`src/rtl/div_rr_scheduler.sv`:
```
// div_rr_scheduler: shares one multi-cycle divider core
// between NUM_REQ requesters with round-robin arbitration.
module div_rr_scheduler #(
    parameter int W       = 4,
    parameter int NUM_REQ = 4,
    parameter int TIMEOUT = 15,
    parameter int TW      = 4
) (
    input  logic                 clk,
    input  logic                 rst_n,
    input  logic [NUM_REQ-1:0]   req_valid,
    output logic [NUM_REQ-1:0]   req_ready,
    input  logic [NUM_REQ*W-1:0] req_dividend,
    input  logic [NUM_REQ*W-1:0] req_divisor,
    output logic [NUM_REQ-1:0]   rsp_valid,
    input  logic [NUM_REQ-1:0]   rsp_ready,
    output logic [W-1:0]         rsp_quotient,
    output logic [W-1:0]         rsp_remainder,
    output logic                 rsp_dbz,
    output logic                 rsp_err,
    output logic                 core_start,
    output logic [W-1:0]         core_dividend,
    output logic [W-1:0]         core_divisor,
    input  logic                 core_done,
    input  logic [W-1:0]         core_quotient,
    input  logic [W-1:0]         core_remainder,
    output logic                 busy
);

    localparam int IW = $clog2(NUM_REQ);

    localparam logic [1:0] S_IDLE  = 2'd0;
    localparam logic [1:0] S_ISSUE = 2'd1;
    localparam logic [1:0] S_WAIT  = 2'd2;
    localparam logic [1:0] S_RESP  = 2'd3;

    localparam logic [NUM_REQ-1:0] ONE = {{(NUM_REQ-1){1'b0}}, 1'b1};
    localparam logic [TW-1:0] TO_MAX = TW'(TIMEOUT);
    localparam logic [IW-1:0] LAST = IW'(NUM_REQ - 1);

    logic [1:0]    state;
    logic [IW-1:0] ptr;
    logic [IW-1:0] grant;
    logic [TW-1:0] tcnt;
    logic [TW-1:0] tcnt_inc;
    logic [IW-1:0] ptr_nxt;

    logic          found;
    logic [IW-1:0] pick;
    logic [IW-1:0] idx;
    logic [W-1:0]  sel_a;
    logic [W-1:0]  sel_b;

    assign sel_a    = req_dividend[int'(pick)*W +: W];
    assign sel_b    = req_divisor[int'(pick)*W +: W];
    assign tcnt_inc = tcnt + 1'b1;
    assign ptr_nxt  = (grant == LAST) ? '0 : grant + 1'b1;

    // First valid requester at or after ptr, wrapping around
    always_comb begin
        found = 1'b0;
        pick  = '0;
        idx   = '0;
        for (int k = 0; k < NUM_REQ; k++) begin
            idx = IW'((int'(ptr) + k) % NUM_REQ);
            if (!found && req_valid[idx]) begin
                found = 1'b1;
                pick  = idx;
            end
        end
    end

    // Accept strobe only while idle, held off during reset
    always_comb begin
        req_ready = '0;
        if (rst_n && state == S_IDLE && found) begin
            req_ready[pick] = 1'b1;
        end
    end

    // Sequencer: accept, issue, wait for core or timeout, respond
    always_ff @(posedge clk) begin
        if (!rst_n) begin
            state         <= S_IDLE;
            ptr           <= '0;
            grant         <= '0;
            tcnt          <= '0;
            core_start    <= 1'b0;
            core_dividend <= '0;
            core_divisor  <= '0;
            rsp_valid     <= '0;
            rsp_quotient  <= '0;
            rsp_remainder <= '0;
            rsp_dbz       <= 1'b0;
            rsp_err       <= 1'b0;
            busy          <= 1'b0;
        end else begin
            core_start <= 1'b0;
            unique case (state)
                S_IDLE: begin
                    if (found) begin
                        grant         <= pick;
                        core_dividend <= sel_a;
                        core_divisor  <= sel_b;
                        busy          <= 1'b1;
                        if (sel_b == '0) begin
                            state         <= S_RESP;
                            rsp_valid     <= ONE << pick;
                            rsp_quotient  <= '1;
                            rsp_remainder <= sel_a;
                            rsp_dbz       <= 1'b1;
                            rsp_err       <= 1'b0;
                        end else begin
                            state      <= S_ISSUE;
                            core_start <= 1'b1;
                        end
                    end
                end
                S_ISSUE: begin
                    tcnt  <= '0;
                    state <= S_WAIT;
                end
                S_WAIT: begin
                    if (core_done) begin
                        state         <= S_RESP;
                        rsp_valid     <= ONE << grant;
                        rsp_quotient  <= core_quotient;
                        rsp_remainder <= core_remainder;
                        rsp_dbz       <= 1'b0;
                        rsp_err       <= 1'b0;
                    end else if (tcnt_inc == TO_MAX) begin
                        state         <= S_RESP;
                        rsp_valid     <= ONE << grant;
                        rsp_quotient  <= '0;
                        rsp_remainder <= '0;
                        rsp_dbz       <= 1'b0;
                        rsp_err       <= 1'b1;
                    end else begin
                        tcnt <= tcnt_inc;
                    end
                end
                S_RESP: begin
                    if (rsp_ready[grant]) begin
                        state     <= S_IDLE;
                        rsp_valid <= '0;
                        ptr       <= ptr_nxt;
                        busy      <= 1'b0;
                    end
                end
                default: begin
                    state <= S_IDLE;
                end
            endcase
        end
    end

endmodule
```
`config.mk`:
```
export PLATFORM = sky130hd
export DESIGN_NAME = div_rr_scheduler
export DESIGN_NICKNAME = d
export VERILOG_FILES = /design/src/rtl/div_rr_scheduler.sv
export SDC_FILE = /design/constraint.sdc
export NUM_CORES = 1
export LEC_CHECK = 0
export ABC_AREA = 1
export CORE_MARGIN = 4
export CORE_UTILIZATION = 46
export DETAILED_ROUTE_END_ITERATION = 10
export GPL_TIMING_DRIVEN = 0
export HOLD_SLACK_MARGIN = 0.06
export PLACE_DENSITY = 0.8
export SLEW_MARGIN = 5
export SYNTH_ARGS = -nofsm -noshare
export SYNTH_HDL_FRONTEND = slang
export SYNTH_SLANG_ARGS = --single-unit
```
`constraint.sdc`:
```
create_clock -name clk -period 2.7 [get_ports clk]
set_input_delay 0.27 -clock clk [delete_from_list [all_inputs] [get_ports clk]]
set_output_delay 0.27 -clock clk [all_outputs]
set_load 0.01 [all_outputs]
```
# After elaboration in Yosys (flattened, before gate mapping)
# Index checks and enable logic that the tools add are counted.
# classes
eq_ne	11
addsub	5
n_reduce_logical	23
muxes	60
order_cmp	7
shifts	4
# ops
cell	count
$mux W4	15
$shiftx A16 B5 Y4	2
$pmux W4 S2	3
$mux W1	21
$mux W2	10
$lt A2 B3 Y1 const B	6
$pmux W4 S3	1
$reduce_and A3 Y1	4
$bmux W1 S2	5
$ne A2 B2 Y1 const B	4
$pmux W2 S4	1
$shl A1 B2 Y4 const A	2
$eq A2 B2 Y1 const B	3
$logic_and A1 B1 Y1	6
$pmux W1 S2	3
$reduce_bool A2 Y1	3
$reduce_and A5 Y1	1
$add A2 B1 Y2 const B	2
$add A2 B2 Y2 const B	2
$add A4 B1 Y4 const B	1
$eq A4 B4 Y1 const B	1
$logic_not A4 Y1	1
$reduce_and A2 Y1	2
$reduce_and A4 Y1	1
8 further kinds	10
# totals
output_inout_bits	28
regBits	34
wordCells	123
inputBits	51

# Logic depth before layout (Yosys ltp)
# Gate-level depths: netlist of run 1.
# logic_depth
ltp_word	17
ltp_mapped	21
depth_no_buf	20

# Worst setup path before layout of run 1
# OpenSTA, ideal clock, no wires.
# synth_path
kind	reg-to-reg
start	register ptr[0]
end	register rsp_valid[0]
arrival_ns	1.969
path_stages_with_launch	20
path_slack_ns	0.617
period_less_slack_ns	2.083
required_ns	2.586
path_cell_list	dfxtp_1 -> buf_6 -> nand2_2 -> nand3_2 -> nand2_2 -> nor2_8 -> nand3_4 -> nand2_4 -> nand2_4 -> buf_6 -> nand2_1 -> nand2_1 -> nand2_1 -> nand2_1 -> nor2_1 -> nand2_1 -> nand2_4 -> nand3_2 -> a21oi_1 -> nor2_1
# synth_via
elab_chain_len	16
# synth_lines
item	line_no	text
start: declaration	42	logic [IW-1:0] ptr;
start signal: assignment	146	ptr <= ptr_nxt;
branches (longest 16 deep; another with $add A2 B1 Y2)	-	
end signal: assignment	108	rsp_valid <= ONE << pick;
end signal: assignment	126	rsp_valid <= ONE << grant;
end signal: assignment	133	rsp_valid <= ONE << grant;
end: declaration	15	output logic [NUM_REQ-1:0] rsp_valid,
# Parallel ways; which one is timed is not known. The select of a mux whose other input is x is not followed.
# A chain may end at the register's enable or synchronous reset.

# Worst setup path in the final report of run 1
# layout_path
start	input port req_valid[3]
end	output port req_ready[3]
# layout_via
elab_chain_len	17
# layout_lines
item	line_no	text
start: declaration	11	input logic [NUM_REQ-1:0] req_valid,
$bmux W1 S2	66	if (!found && req_valid[idx]) begin
$mux W1 (implied by the code)	66	
$mux W1	66	
$logic_not A1 Y1	66	
$logic_and A1 B1 Y1	66	
$mux W1	66	
$logic_not A1 Y1	66	
$logic_and A1 B1 Y1	66	
$mux W1	66	
$logic_not A1 Y1	66	
$logic_and A1 B1 Y1	66	
$mux W2	66	
$lt A2 B3 Y1 (implied by the code) or $ge A2 B1 Y1 (tied branches)	77	req_ready[pick] = 1'b1;
$logic_and A1 B1 Y1 (implied by the code)	77	
$mux W1 (implied by the code)	77	
$demux W1 S2	77	
$mux W4 *	76	if (rst_n && state == S_IDLE && found) begin
end: declaration	12	output logic [NUM_REQ-1:0] req_ready,
# Mark *: on every way between the ends. The rest lies on a longest branch, timed or not. The select of a mux whose other input is x is not followed.

==> results of run 1 <==
==> critical path, cell delays in order <==
cell	delay, ns
clkdlybuf4s50_1	0.49
inv_1	0.07
nand2_1	0.07
nand2_1	0.09
nand2_1	0.08
nand2_1	0.06
nor2_1	0.13
nor2_2	0.06
nand2_4	0.12
nand2_4	0.06
buf_6	0.14
buf_2	0.19
nor3_1	0.24
clkbuf_2	0.18
==> area by class of cell <==
cell class | instances | area (µm²) | share of cell area (%)
multi-input cells | 289 | 1416 | 42.72
repair buffers | 79 | 768.2 | 23.17
flip-flops and latches | 34 | 681.9 | 20.57
inverters | 54 | 203.9 | 6.151
clock buffers | 7 | 86.33 | 2.604
well taps | 67 | 83.83 | 2.528
plain buffers | 10 | 70.07 | 2.113
clock inverters | 1 | 5.005 | 0.1509
==> placed cells by master, fill, tap and decap left out <==
| cell | n |
|---|---|
| a211oi_1 | 1 |
| a21oi_1 | 25 |
| buf_2 | 5 |
| buf_4 | 1 |
| buf_6 | 2 |
| buf_8 | 1 |
| clkbuf_1 | 3 |
| clkbuf_2 | 4 |
| clkbuf_8 | 6 |
| clkdlybuf4s50_1 | 74 |
| clkinv_1 | 2 |
| clkinv_2 | 2 |
| dfxtp_1 | 33 |
| dfxtp_2 | 1 |
| ha_1 | 7 |
| inv_1 | 47 |
| inv_2 | 4 |
| nand2_1 | 140 |
| nand2_2 | 8 |
| nand2_4 | 6 |
| nand3_1 | 20 |
| nand3_2 | 3 |
| nand3_4 | 2 |
| nand4_1 | 13 |
| nor2_1 | 36 |
| nor2_2 | 1 |
| nor2_8 | 1 |
| nor3_1 | 4 |
| o211ai_1 | 1 |
| o21ai_0 | 17 |
| o21ai_2 | 1 |
| or2_2 | 1 |
| xnor2_1 | 1 |
| xor2_1 | 1 |
==> flip-flops by register name, summed over array words and instances (netlist names) <==
register       count
ptr                2
state              2
rsp_valid          4
grant              2
rsp_quotient       4
rsp_err            1
rsp_remainder      4
busy               1
core_dividend      4
rsp_dbz            1
core_start         1
core_divisor       4
tcnt               4
==> layer usage <==
layer | global-route usage (%) | vias to the layer above
met2 | 35.39 | 69
met3 | 4.063 | 7
met1 | 24.34 | 1113
met5 | 0 | -
met4 | 4.639 | 0
li1 | - | 1390
==> power by group through the flow <==
stage / logic (mW) / clock network [mW] / registers [mW]
finish: 1.94 / 0.386 / 0.759
global route: 2.19 / 0.420 / 0.781
CTS: 1.95 / 0.393 / 0.760
detailed placement: 1.94 / 0 / 0.768
global placement: 1.90 / 0 / 0.765
floorplan: 1.26 / 0 / 0.816
==> metrics by stage <==
stage               utilization [%]  worst slack (ns)  cell area, µm²  instances  power [mW]
finish                        68.39            0.1930            3316        541       3.083
global route                  68.39           0.06899            3316        541       3.389
CTS                           68.44           0.08376            3318        540       3.100
detailed placement            66.55           -0.2982            3227        532       2.705
global placement              66.55           -0.2995            3227        532       2.669
floorplan                         -            0.6171            2362        387       2.079
==> cell families after synthesis <==
logic type      Yosys count  synth area share [%]
fa+ha+maj                 7                 3.707
buf+inv                  64                 11.55
flops                    34                 28.81
xor+xnor                  2                0.7417
simple gates            235                 45.29
compound gates           45                 9.905
==> worst min-delay path by stage <==
| stage | start | endpoint | slack [ns] | cells past startpoint |
|---|---|---|---|---|
| after detailed placement | rsp_quotient[1] | rsp_quotient[1] | 0.46 | 2 |
| after floorplan | rst_n | grant[0] | 0.41 | 2 |
| after global routing | rsp_quotient[1] | rsp_quotient[1] | 0.48 | 2 |
| after CTS | rsp_quotient[1] | rsp_quotient[1] | 0.47 | 2 |
| after global placement | rsp_quotient[0] | rsp_quotient[0] | 0.45 | 2 |
| final | rsp_quotient[2] | rsp_quotient[2] | 0.47 | 2 |
==> timing repair <==
item / 4_1_cts / 5_1_grt
hold buffers: 0 / 0
setup buffers: 0 / 1
endpoints found under the setup margin: 4 / 4
resized for setup: 8 / 13
pin swaps: 0 / 1
cloned: 0 / 0
endpoints found under the hold margin: 0 / 0
==> results.toml, run 1 <==
[outcome]
status = "finished, final reports clean"

[critical_path]
endpoint = "req_ready[3]"
crit_path_end_kind = "output pin"
cp_data_required_time_ns = 2.43
r2r_setup_slack_ns = 0.32
r2r-start = "ptr[0]"
startpoint_type = "input port"
reg2reg_depth = 17
crit_path_start = "req_valid[3]"
path_class = "in2out"
cp_max_fo = 10
r2r_end = "rsp_valid[2]"
arrival_ns = 2.24

[global_route]
grt_pass1_vias = 2350
antenna_found_initial = 0
grt_pass1_wl_mm = 10.29
grt_remaining_overflow = 0
grt_max_degree = 11
grt.total_usage_pct = 19.88

[pwr]
power_density_mw_per_mm2 = 929.9
power.leakage_nw = 1.651
switching_share_pct = 46.23
power.share.sequential_pct = 24.6
vdd_drop_max_v = 0.0005035
p_int_mw = 1.658
switchingPower_mw = 1.426
clkPwrFrac_pct = 12.5
comb_power_share_pct = 62.9

[timing]
period_minus_slack_ns = 2.507
final_max_slew_viol_count = 0
max_freq_ghz = 0.3989
worst_pin_slew_ns = 0.4754
hold_ws_ns = 0.4655
rsz0062_at_grt = "no"
finalSetupViolations = 0
fin_skew_ns = 0.004122
hold_viol = 0
max_slew_margin_pct = 68.30
min_period_over_period_pct = 92.85
finalSetupTns_ns = 0

[detailed_routing]
drt-pass1-iter-count = 4
final_antenna_net_count = 0
drc = 0
wl_met3_um = 366
drt_wl_total_mm = 6.109
wire_per_inst_um = 11.29
top_layer = "met4"
wl_met2_mm = 2.933
routed_via_density = 4.767
drt_first_iter_violations = 118
vias = 2579
met1Wirelength_mm = 2.746

[cells_and_area]
nNetsFinal = 531
antenna-diode-count = 0
fill_cells = 448
drive_gt1_share_pct = 10.34
areaGrowthSynthToFinish_pct = 40.36

[synthesis]
synthTopCellsByArea = "dfxtp_1 (29%), nand2_1 (23%), inv_1 (7.6%), nor2_1 (5.9%), a21oi_1 (5.3%)"
ys_ff_latch = 34
yosysWarnings = 0
synth_edf_count = 0
netlist_instances = 387
ys_seq_area_share_pct = 28.81
synth.net_count = 445
yosysMostFrequentCell = "nand2_1"
netlist_area_mm2 = 0.002362
synth_common_cells = "nand2_1 (142), inv_1 (48), nor2_1 (37)"
yosysUniqueCellTypes = 27
synth_top_flop_cell = "dfxtp_1"
syn_avg_cell_area_um2 = 6.104
synth_top_cell_by_area = "dfxtp_1"
synth_async_sr_flop_share_pct = 0
synth_top_cell_area_share_pct = 28.81

[clocking]
worstSkewPairLatency_ns = 0.28
ctsLongestPathBuffers = 2
clkTransAtPathRegs_ns = 0.07
cts_buffers = 5
h-tree-depth = 2
clock-sinks = 34
cts_root_buf = "clkbuf_8"
cts_tree = "done"

[place]
gp_congestion = 0.7849
hpwl_mm = 4.829
portBuffers = 78

[worst_hold_path]
min_path_type = "reg2reg"

[die]
die_area_mm2 = 0.006346
coreArea_mm2 = 0.004848
rows = 25
dieHeight_um = 79.66
ios = 79
initial_core_util_pct = 48.72
die_w_um = 79.66

[run]
maxCapViolations = 0
(Power assumes the default switching activity.)
==> inputs of run 2 (changes only) <==
--- a/config.mk
+++ b/config.mk
@@ -7,11 +7,12 @@
 export LEC_CHECK = 0
 export ABC_AREA = 1
 export CORE_MARGIN = 4
-export CORE_UTILIZATION = 46
+export CORE_UTILIZATION = 48
+export CTS_BUF_LIST = sky130_fd_sc_hd__clkbuf_8
 export DETAILED_ROUTE_END_ITERATION = 10
 export GPL_TIMING_DRIVEN = 0
 export HOLD_SLACK_MARGIN = 0.06
-export PLACE_DENSITY = 0.8
+export PLACE_DENSITY = 0.83
 export SLEW_MARGIN = 5
 export SYNTH_ARGS = -nofsm -noshare
 export SYNTH_HDL_FRONTEND = slang
==> results.toml, run 2 (synthesis results as in run 1) <==
[outcome]
status = "finished, final reports clean"

[detailed_routing]
drc = 0
wl_met3_um = 239
wl_met2_mm = 3.191
met1Wirelength_mm = 2.836
routed_via_density = 4.852
top_layer = "met4"
drt_first_iter_violations = 132
drt_wl_total_mm = 6.389
final_antenna_net_count = 0
drt-pass1-iter-count = 4
vias = 2625
wire_per_inst_um = 11.81

[timing]
fin_skew_ns = 0.006990
hold_ws_ns = 0.4646
max_slew_margin_pct = 67.65
finalSetupViolations = 0
max_freq_ghz = 0.4004
final_max_slew_viol_count = 0
period_minus_slack_ns = 2.497
rsz0062_at_grt = "no"
worst_pin_slew_ns = 0.4852
hold_viol = 0
min_period_over_period_pct = 92.50
worst_slack_ns = 0.2026

[clocking]
cts_buffers = 5
clock-sinks = 34
ctsHoldBuffers = 0
clkTransAtPathRegs_ns = 0.07
cts_tree = "done"
ctsLongestPathBuffers = 2
h-tree-depth = 2
worstSkewPairLatency_ns = 0.29
cts_root_buf = "clkbuf_8"

[critical_path]
r2r_end = "rsp_err"
startpoint_type = "register"
crit_family = "simple AND/OR/NAND/NOR gates"
r2r_setup_slack_ns = 0.30
critical_path.most_common_cell = "nand2_2"
path_class = "reg2out"
path_buf_inv = 4
r2r-start = "ptr[0]"
crit_path_end_kind = "output pin"
cp_slowest_cell = "dfxtp_1"
arrival_ns = 2.23
cp_slowest_stage_delay_ns = 0.36
endpoint = "req_ready[2]"
cp_max_fo = 10
cp_cell_sequence = "buf_6 -> nand2_2 -> nand3_2 -> nand2_2 -> nor2_8 -> nand2_1 -> nor2_1 -> inv_1 -> nand2_4 -> inv_2 -> nand2_2 -> nor3_1 -> dlygate4sd2_1"
reg2reg_depth = 19
cp.depth = 13
cp_data_required_time_ns = 2.43
crit_path_start = "ptr[0]"

[pwr]
vdd_drop_max_v = 0.0004471
power.total_mw = 3.123
power.leakage_nw = 1.666
power_density_mw_per_mm2 = 935.3

[cells_and_area]
layout_common_cells = "nand2_1 (140), clkdlybuf4s50_1 (74), inv_1 (48)"
fill_cells = 438
drive_gt1_share_pct = 10.34
antenna-diode-count = 0
final_common_cell = "nand2_1"
utilization_pct = 70.24
final_cells = 541
areaGrowthSynthToFinish_pct = 41.37
nNetsFinal = 531

[die]
die_w_um = 78.15
initial_core_util_pct = 49.68
rows = 25
die_area_mm2 = 0.006107
coreArea_mm2 = 0.004755
dieHeight_um = 78.15
ios = 79

[global_route]
grt.total_usage_pct = 21.34
grt_max_degree = 11
grt_remaining_overflow = 0
antenna_found_initial = 0
grt_pass1_wl_mm = 10.66
grt_pass1_vias = 2410

[place]
placed_cells = 532
portBuffers = 78
gp_congestion = 0.8545
hpwl_mm = 4.930
dp_slack_ns = -0.3275

[run]
maxCapViolations = 0

[worst_hold_path]
min_path_type = "reg2reg"
min_from = "rsp_quotient[0]"
run 2: area by class of cell:
class | instances | area [µm²] | share of cell area (%)
flip-flops and latches | 34 | 681.9 | 20.42
inverters | 54 | 205.2 | 6.145
multi-input cells | 289 | 1431 | 42.86
well taps | 67 | 83.83 | 2.510
clock inverters | 2 | 8.758 | 0.2623
repair buffers | 79 | 775.7 | 23.23
plain buffers | 10 | 70.07 | 2.098
clock buffers | 6 | 82.58 | 2.473
run 2: where the power goes:
part | internal [mW] | leakage (nW) | switching, mW
clock | 0.202 | 0.0524 | 0.180
sequential | 0.664 | 0.281 | 0.106
combinational | 0.798 | 1.33 | 1.17
total | 1.66 | 1.67 | 1.46
run 2: worst min-delay path, cell delays in order, from the launching register on:
cell	delay, ns
dfxtp_1	0.31
nand2_1	0.06
a21oi_1	0.05
run 2: how the worst min path moves through the flow:
stage	to	slack, ns	cells past startpoint
floorplan	grant[0]	0.41	2
global placement	rsp_quotient[3]	0.46	2
detailed placement	rsp_quotient[3]	0.46	2
CTS	rsp_quotient[3]	0.47	2
global route	rsp_dbz	0.49	2
finish	rsp_quotient[0]	0.46	2
run 2: stage by stage:
step	cell area, µm²	TNS [ns]
after CTS	3323	0
after floorplan	2362	0
after global routing	3339	0
after global placement	3227	-0.9610
after detailed placement	3227	-1.139
final	3339	0
run 2: what timing repair did:
action / 4_1_cts / 5_1_grt
gates resized for setup: 9 / 10
setup endpoints to repair: 4 / 4
hold endpoints to repair: 0 / 0
setup buffers: 0 / 1
pin swaps: 0 / 1
run 2: metal layers:
layer | up-vias | track usage (%)
li1 | 1386 | -
met1 | 1162 | 25.65
met2 | 66 | 38.01
met3 | 11 | 3.211
met4 | 0 | 8.392
met5 | - | 0
